--- config.mk ---
export PLATFORM = sky130hd
export DESIGN_NAME = multi_mode_ff_bank_flat
export DESIGN_NICKNAME = d
export VERILOG_FILES = /design/src/rtl/multi_mode_ff_bank_if.sv /design/src/rtl/multi_mode_ff_bank.sv /design/src/flat_wrapper.sv
export SDC_FILE = /design/constraint.sdc
export NUM_CORES = 1
export LEC_CHECK = 0
export ABC_AREA = 1
export BUFFER_PORTS_ARGS = -buffer_cell sky130_fd_sc_hd__buf_2
export CAP_MARGIN = 20
export CORE_MARGIN = 2
export CORE_UTILIZATION = 46
export CTS_CLUSTER_SIZE = 30
export DETAILED_ROUTE_END_ITERATION = 10
export PLACE_DENSITY = 0.83
export SETUP_SLACK_MARGIN = 0.1
export SLEW_MARGIN = 20
export SYNTH_ARGS = -nofsm -noshare
export SYNTH_HDL_FRONTEND = slang
export SYNTH_SLANG_ARGS = --single-unit
--- constraint.sdc ---
create_clock -name clk -period 1.5 [get_ports clk]
set_clock_uncertainty 0.1 [all_clocks]
set_input_delay 0.075 -clock clk [delete_from_list [all_inputs] [get_ports clk]]
set_output_delay 0.075 -clock clk [all_outputs]
set_load 0.05 [all_outputs]
--- src/rtl/multi_mode_ff_bank_if.sv ---
// Bus bundle for multi_mode_ff_bank: control/data inputs and state/status outputs.
interface multi_mode_ff_bank_if #(
  parameter int unsigned WIDTH = 8,
  parameter int unsigned CNT_W = 8
);
  logic             mode_ld;
  logic [1:0]       mode_in;
  logic             en;
  logic [WIDTH-1:0] a;
  logic [WIDTH-1:0] b;
  logic             clr_err;
  logic [WIDTH-1:0] q;
  logic [WIDTH-1:0] q_bar;
  logic [1:0]       mode;
  logic             busy;
  logic             invalid;
  logic             err_sticky;
  logic [CNT_W-1:0] err_cnt;

  // Driver side: issues mode loads and per-channel inputs, observes state.
  modport master (
    output mode_ld, mode_in, en, a, b, clr_err,
    input  q, q_bar, mode, busy, invalid, err_sticky, err_cnt
  );

  // Flip-flop bank side.
  modport slave (
    input  mode_ld, mode_in, en, a, b, clr_err,
    output q, q_bar, mode, busy, invalid, err_sticky, err_cnt
  );
endinterface

--- src/rtl/multi_mode_ff_bank.sv ---
// WIDTH-bit flip-flop bank with a shared runtime mode (SR/JK/D/T), registered
// SR forbidden-input detection, sticky error flag and a one-cycle guard after
// every mode load. Optional saturating invalid-event counter: ERR_COUNT_EN.
module multi_mode_ff_bank #(
  parameter int unsigned WIDTH = 8,
  parameter int unsigned CNT_W = 8
) (
  input  logic                  clk,
  input  logic                  rst,
  multi_mode_ff_bank_if.slave   bus
);

  localparam logic [1:0] MODE_SR = 2'b00;
  localparam logic [1:0] MODE_JK = 2'b01;
  localparam logic [1:0] MODE_D  = 2'b10;
  localparam logic [1:0] MODE_T  = 2'b11;

  typedef enum logic {
    ST_RUN   = 1'b0,
    ST_GUARD = 1'b1
  } state_e;

  state_e           state_q, state_d;
  logic [WIDTH-1:0] q_q, q_d;
  logic [1:0]       mode_q, mode_d;
  logic             busy_q, busy_d;
  logic             invalid_q, invalid_d;
  logic             err_q, err_d;

  // FSM state register
  always_ff @(posedge clk or posedge rst) begin
    if (rst) begin
      state_q <= ST_RUN;
    end else begin
      state_q <= state_d;
    end
  end

  // FSM next state: a mode load always costs exactly one guard cycle
  always_comb begin
    state_d = state_q;
    case (state_q)
      ST_RUN:   if (bus.mode_ld) state_d = ST_GUARD;
      ST_GUARD: state_d = ST_RUN;
    endcase
  end

  // Next values of bank state, mode and status; mode_ld takes priority over en
  always_comb begin
    q_d       = q_q;
    mode_d    = mode_q;
    busy_d    = (state_d == ST_GUARD);
    invalid_d = 1'b0;
    if (state_q == ST_RUN) begin
      if (bus.mode_ld) begin
        mode_d = bus.mode_in;
      end else if (bus.en) begin
        case (mode_q)
          // set where a&~b, clear where ~a&b, hold on 00 and forbidden 11
          MODE_SR: begin
            q_d       = (q_q & (bus.a | ~bus.b)) | (bus.a & ~bus.b);
            invalid_d = |(bus.a & bus.b);
          end
          MODE_JK: q_d = (bus.a & ~q_q) | (~bus.b & q_q);
          MODE_D:  q_d = bus.a;
          MODE_T:  q_d = q_q ^ bus.a;
        endcase
      end
    end
    // a new event outranks a simultaneous clear
    err_d = err_q;
    if (invalid_d) begin
      err_d = 1'b1;
    end else if (bus.clr_err) begin
      err_d = 1'b0;
    end
  end

  // Bank and status registers
  always_ff @(posedge clk or posedge rst) begin
    if (rst) begin
      q_q       <= WIDTH'(0);
      mode_q    <= MODE_SR;
      busy_q    <= 1'b0;
      invalid_q <= 1'b0;
      err_q     <= 1'b0;
    end else begin
      q_q       <= q_d;
      mode_q    <= mode_d;
      busy_q    <= busy_d;
      invalid_q <= invalid_d;
      err_q     <= err_d;
    end
  end

`ifdef ERR_COUNT_EN
  localparam logic [CNT_W-1:0] CNT_MAX = {CNT_W{1'b1}};

  logic [CNT_W-1:0] cnt_q, cnt_d;

  // Saturating per-event count; clear together with an event restarts at one
  always_comb begin
    cnt_d = cnt_q;
    if (bus.clr_err) begin
      cnt_d = invalid_d ? CNT_W'(1) : CNT_W'(0);
    end else if (invalid_d && (cnt_q != CNT_MAX)) begin
      cnt_d = cnt_q + CNT_W'(1);
    end
  end

  // Counter register
  always_ff @(posedge clk or posedge rst) begin
    if (rst) begin
      cnt_q <= CNT_W'(0);
    end else begin
      cnt_q <= cnt_d;
    end
  end

  assign bus.err_cnt = cnt_q;
`else
  assign bus.err_cnt = CNT_W'(0);
`endif

  assign bus.q          = q_q;
  assign bus.q_bar      = ~q_q;
  assign bus.mode       = mode_q;
  assign bus.busy       = busy_q;
  assign bus.invalid    = invalid_q;
  assign bus.err_sticky = err_q;

endmodule

--- src/flat_wrapper.sv ---
// flat-port wrapper written by rule: the top's interface ports become plain ports
module multi_mode_ff_bank_flat 
#(
  parameter int unsigned WIDTH = 8,
  parameter int unsigned CNT_W = 8
)
  (clk, rst, bus_mode_ld, bus_mode_in, bus_en, bus_a, bus_b, bus_clr_err, bus_q, bus_q_bar, bus_mode, bus_busy, bus_invalid, bus_err_sticky, bus_err_cnt);
  multi_mode_ff_bank_if #(.WIDTH(WIDTH), .CNT_W(CNT_W)) bus_i ();
  input  logic clk;
  input  logic rst;
  input wire logic [$bits(bus_i.mode_ld)-1:0] bus_mode_ld;
  input wire logic [$bits(bus_i.mode_in)-1:0] bus_mode_in;
  input wire logic [$bits(bus_i.en)-1:0] bus_en;
  input wire logic [$bits(bus_i.a)-1:0] bus_a;
  input wire logic [$bits(bus_i.b)-1:0] bus_b;
  input wire logic [$bits(bus_i.clr_err)-1:0] bus_clr_err;
  output wire logic [$bits(bus_i.q)-1:0] bus_q;
  output wire logic [$bits(bus_i.q_bar)-1:0] bus_q_bar;
  output wire logic [$bits(bus_i.mode)-1:0] bus_mode;
  output wire logic [$bits(bus_i.busy)-1:0] bus_busy;
  output wire logic [$bits(bus_i.invalid)-1:0] bus_invalid;
  output wire logic [$bits(bus_i.err_sticky)-1:0] bus_err_sticky;
  output wire logic [$bits(bus_i.err_cnt)-1:0] bus_err_cnt;
  assign bus_i.mode_ld = bus_mode_ld;
  assign bus_i.mode_in = bus_mode_in;
  assign bus_i.en = bus_en;
  assign bus_i.a = bus_a;
  assign bus_i.b = bus_b;
  assign bus_i.clr_err = bus_clr_err;
  assign bus_q = bus_i.q;
  assign bus_q_bar = bus_i.q_bar;
  assign bus_mode = bus_i.mode;
  assign bus_busy = bus_i.busy;
  assign bus_invalid = bus_i.invalid;
  assign bus_err_sticky = bus_i.err_sticky;
  assign bus_err_cnt = bus_i.err_cnt;
  multi_mode_ff_bank #(.WIDTH(WIDTH), .CNT_W(CNT_W)) u_core (.clk(clk), .rst(rst), .bus(bus_i));
endmodule
; Word-level counts from Yosys, hierarchy flattened
; Index checks and enable logic that the tools add are counted.
[op_classes]
n_eq_ne = 3
muxes = 9
bitwise = 13
reduce_logical = 5
[ops]
columns = op, count
row1 = AND 8 bit, 5
row2 = case mux 8 bit (4 select lines), 1
row3 = OR 8 bit, 3
row4 = NOT 8 bit, 2
row5 = OR reduction 8 bit, 1
row6 = XOR 8 bit, 1
row7 = 2-to-1 mux 1 bit, 7
row8 = equality test 2 bit (second input constant), 2
row9 = AND reduction 3 bit, 1
row10 = equality test 2 x 1 -> 1 bit (second input constant), 1
row11 = logical NOT 2 bit, 1
row12 = NOT 1 bit, 2
row13 = case mux 1 bit (2 select lines), 1
row14 = AND reduction 2 bit, 1
row15 = nonzero test 2 bit, 1
[word_totals]
reg_bits = 13
word_cells = 35

; Depth between registers and ports, before layout
[depth]
word_depth = 7
ltp_mapped = 7
ltp_nobuf = 6

; Least setup slack after synthesis
; Ideal clock, no wire load.
[synth_path]
path_kind = register -> register
startpoint = register u_core.q_q[0], in the netlist u_core.bus.q[0]
endpoint = register u_core.q_q[0], in the netlist u_core.bus.q[0]
setup_ns = 0.066
arrival_time_ns = 1.401
t_required_ns = 1.334
slack_ns = -0.068
path_stages_with_launch = 7
n_path_buf = 0
synth_period_minus_slack_ns = 1.568
cell_sequence = dfrtp_1 -> inv_1 -> nand2_1 -> nand3_1 -> nor2_1 -> nand2_1 -> nand2_1
[synth_between]
elab_chain_cells = 4
elab_cells_between_ends = 8
classes_between = mux (1) / bitwise (7)
[synth_rtl]
columns = item, line
row1 = start: declaration, multi_mode_ff_bank.sv:24  ; logic [WIDTH-1:0] q_q, q_d;
row2 = start signal: assignment, multi_mode_ff_bank.sv:88  ; q_q <= q_d;
row3 = NOT 8 bit, n/a
row4 = net bus_q_bar[0], flat_wrapper.sv:18  ; output wire logic [$bits(bus_i.q_bar)-1:0] bus_q_bar;
row5 = AND 8 bit, multi_mode_ff_bank.sv:64  ; MODE_JK: q_d = (bus.a & ~q_q) | (~bus.b & q_q);
row6 = OR 8 bit, multi_mode_ff_bank.sv:64
row7 = case mux 8 bit (4 select lines), multi_mode_ff_bank.sv:58  ; case (mode_q)
; The timed path passes the listed nets, and every way through them passes these cells.
; A chain may end at the register's enable or synchronous reset.

; Worst setup path after layout
[layout_path]
startpoint = register u_core.mode_q[0], in the netlist u_core.bus.mode[0]
endpoint = output bus_mode[0]
[layout_rtl]
columns = item, line
row1 = start: declaration, multi_mode_ff_bank.sv:25  ; logic [1:0] mode_q, mode_d;
row2 = start signal: assignment, multi_mode_ff_bank.sv:89  ; mode_q <= mode_d;
row3 = end: declaration, flat_wrapper.sv:19  ; output wire logic [$bits(bus_i.mode)-1:0] bus_mode;
; No word-level cell between the ends.

==> metrics <==
FF-to-FF setup slack between 0.2 and 0.3 ns; CP cell instances buf_4, clkbuf_4; gr ovfl total 0; routed len/inst slightly above 10 um; Final Cycle Share 89.01%; Post-Synth XOR/XNOR Area 0%; Antenna Nets Post-Route 0; CTS sink cnt 13; Post-CTS Setup Bufs 0; max_slew headroom 64.65%; filler instances between 200 and 250; Initial Utilization between 40% and 50%; RSZ-0062 raised after global routing false; min-delay src bus_b[3]; RD Place Congestion 0.8362; number of buffers added on ports 43; Worst Reg-to-Reg Cells 5; Synth Area in Compound Gates under 10%; pin count of the biggest net entering global routing 19; Req. time, crit path 1.32 ns; peak supply drop a little under 0.9 mV; DR WL met2 1235 um; full die area between 2000 and 3000 um2; Worst Tran Pin Value ~0.53 ns; Data arrival, critical path ~1.2 ns; Site Rows 17; diodes inserted 0; synthesized cell area around 1100 um2; WL met1 roughly 1300 um; Hold Crit Class input pin to flop; crit-path max cell delay roughly 0.46 ns; WP buf/inv 2; outcome finished clean; CTS tree yes; initial antenna violation count 0; Max Used Layer met4; CORE AREA roughly 2200 um2; P&R area growth vs syn 26.11%; Final Max Slew Viols 0; Synth Area in Simple Gates between 40% and 50%; Seq/Total Area, Yosys between 20 and 30%; max frequency between 700 and 800 MHz; DR pass1 iterations 4; Global Route Usage Sum a little over a fifth; crit path max fanout 7; Post-Synth Adder-Cell Area 0%; total CTS buffers 3; WHS Endpoint u_core.bus.q[3]$_DFFE_PP0P_; syn avg cell area 5.832 um2; Clk pin slew, worst setup/hold paths ~0.08 ns; root buffer cell clkbuf_4; Pwr per Cell Area roughly 1300 nW/um2; Die Width between 50 and 60 um; WHS roughly 0.081 ns; Hold Fails Final Rpt 0; CP delay by family, top flip-flops; YS warnings 0; Cell variety after synth 16; Yosys reg bits 13; first-pass GRT wire length 4388 um; DR iter-0 viols 23; r2r endpoint u_core.bus.q[3]$_DFFE_PP0P_; design area 1390 um2; H-tree Lvls 1; vias between 1000 and 1500; Setup crit start kind flop; # setup viols final 0; vias in the first global route between 900 and 1000; Final Core Density slightly above 60%; CP max stage cell dfrtp_1; Avg Vias per Cell 4.680; Remaining DRCs 0; Max Cap Viol 0; R2R Path Start u_core.bus.mode[1]$_DFFE_PP0P_; fin worst setup slack between 0.15 and 0.2 ns; Placed Area roughly 1300 um2; Multi-input gate area 623.1 um2; routed wl met3 ~160 um; Place WS between 0.2 and 0.25 ns; Seq. cell area ~340 um2; worst-case clock buffer depth 2; DP HPWL 2009 um; Post-Syn Instances approximately 190; Die Height roughly 53 um; crit end category output pin; largest family of logic cells by synthesized area simple AND/OR/NAND/NOR gates; Top Ports 52; clk_lat worst skew around 0.27 ns; share of layout cells above drive strength 1 between 20% and 30%; post-synthesis mux area share 0%; crit path time final approximately 1.3 ns; Final Routed Wirelength 2704 um; Leak between 0.0008 and 0.0009 uW; Final nets 262; Final TNS setup 0 ns; critical path class flop to output pin; hold depth 6
-- worst max-delay path by stage --
stage / end / start / cells after the start / slack (ns)
finish: bus_mode[0] / u_core.bus.mode[0]$_DFFE_PP0P_ / 2 / 0.16
global route: bus_mode[0] / u_core.bus.mode[0]$_DFFE_PP0P_ / 2 / 0.12
CTS: bus_mode[0] / u_core.bus.mode[0]$_DFFE_PP0P_ / 2 / 0.12
detailed placement: u_core.bus.q[7]$_DFFE_PP0P_ / u_core.bus.mode[1]$_DFFE_PP0P_ / 6 / 0.24
global placement: u_core.bus.q[0]$_DFFE_PP0P_ / u_core.bus.mode[1]$_DFFE_PP0P_ / 6 / 0.28
floorplan: u_core.bus.q[0]$_DFFE_PP0P_ / u_core.bus.q[0]$_DFFE_PP0P_ / 6 / 0.12
-- worst reg2reg max path: cells and delay by family (launching register included) --
family / cells / cell delay (ns)
and+or+nand+nor: 3 / 0.22
AOI/OAI and AO/OA: 1 / 0.23
DFF: 1 / 0.38
buffers and inverters: 1 / 0.20
-- layout by cell type, fill, tap and decap left out, types with 5 or more instances in the layout --
master / n
conb_1: 8
nand3_1: 24
inv_1: 21
nor2_1: 18
buf_2: 42
dfrtp_2: 9
dlygate4sd3_1: 5
nand2_1: 84
o21ai_0: 9
-- flip-flops by register name, indices dropped and copies added (netlist names) --
register               cells
u_core.bus.invalid         1
u_core.bus.mode            2
u_core.bus.q               8
u_core.state_q             1
u_core.bus.err_sticky      1
-- report_power, final --
| part | internal, uW | switching [uW] | leakage [uW] |
|---|---|---|---|
| Combinational | 239 | 780 | 0.000655 |
| Clock | 103 | 123 | 0.0000150 |
| Sequential | 429 | 79.7 | 0.000155 |
| Total | 772 | 983 | 0.000825 |
-- repair_timing --
item                                    4_1_cts  5_1_grt
endpoints found under the setup margin        0        2
endpoints found under the hold margin        17        0
hold buffers                                  5        0
gates resized for setup                       0        2
-- synthesized netlist by cell type --
cell,n,area (um2)
buf_2,1,5.000
buf_4,8,60.06
buf_6,2,22.52
conb_1,1,3.750
dfrtp_1,13,325.3
inv_1,21,78.83
inv_2,2,7.510
inv_4,1,6.260
nand2_1,84,315.3
nand2_4,2,22.52
nand3_1,24,120.1
nor2_1,18,67.56
nor2_2,1,6.260
nor2_4,1,11.26
o21ai_0,9,45.04
o21ai_1,1,5.000
-- cell type report --
cell class / count / share of cell area, %
multi-input cells: 148 / 44.82
flip-flops and latches: 13 / 24.21
repair buffers: 49 / 19.80
inverters: 24 / 6.751
well taps: 28 / 2.520
clock buffers: 4 / 1.890
-- cell families (layout without fill, tap and decap cells) --
logic type             Yosys count  after routing
other                            1              8
and+or+nand+nor                130            130
DFF                             13             13
AOI/OAI and AO/OA               10             10
buffers and inverters           35             77
-- routing by layer --
metal	up-vias	track usage [%]
met1	541	29.65
met2	45	34.79
met4	0	5.128
li1	657	-
met5	-	0
met3	2	3.390
-- metrics by stage --
stage	std cells	total power, uW
2_1_floorplan	196	1319
3_3_place_gp	257	1514
3_5_place_dp	257	1523
4_1_cts	266	1758
5_1_grt	266	1872
6_report	266	1755
No activity file was read; power rests on OpenSTA's default activity.
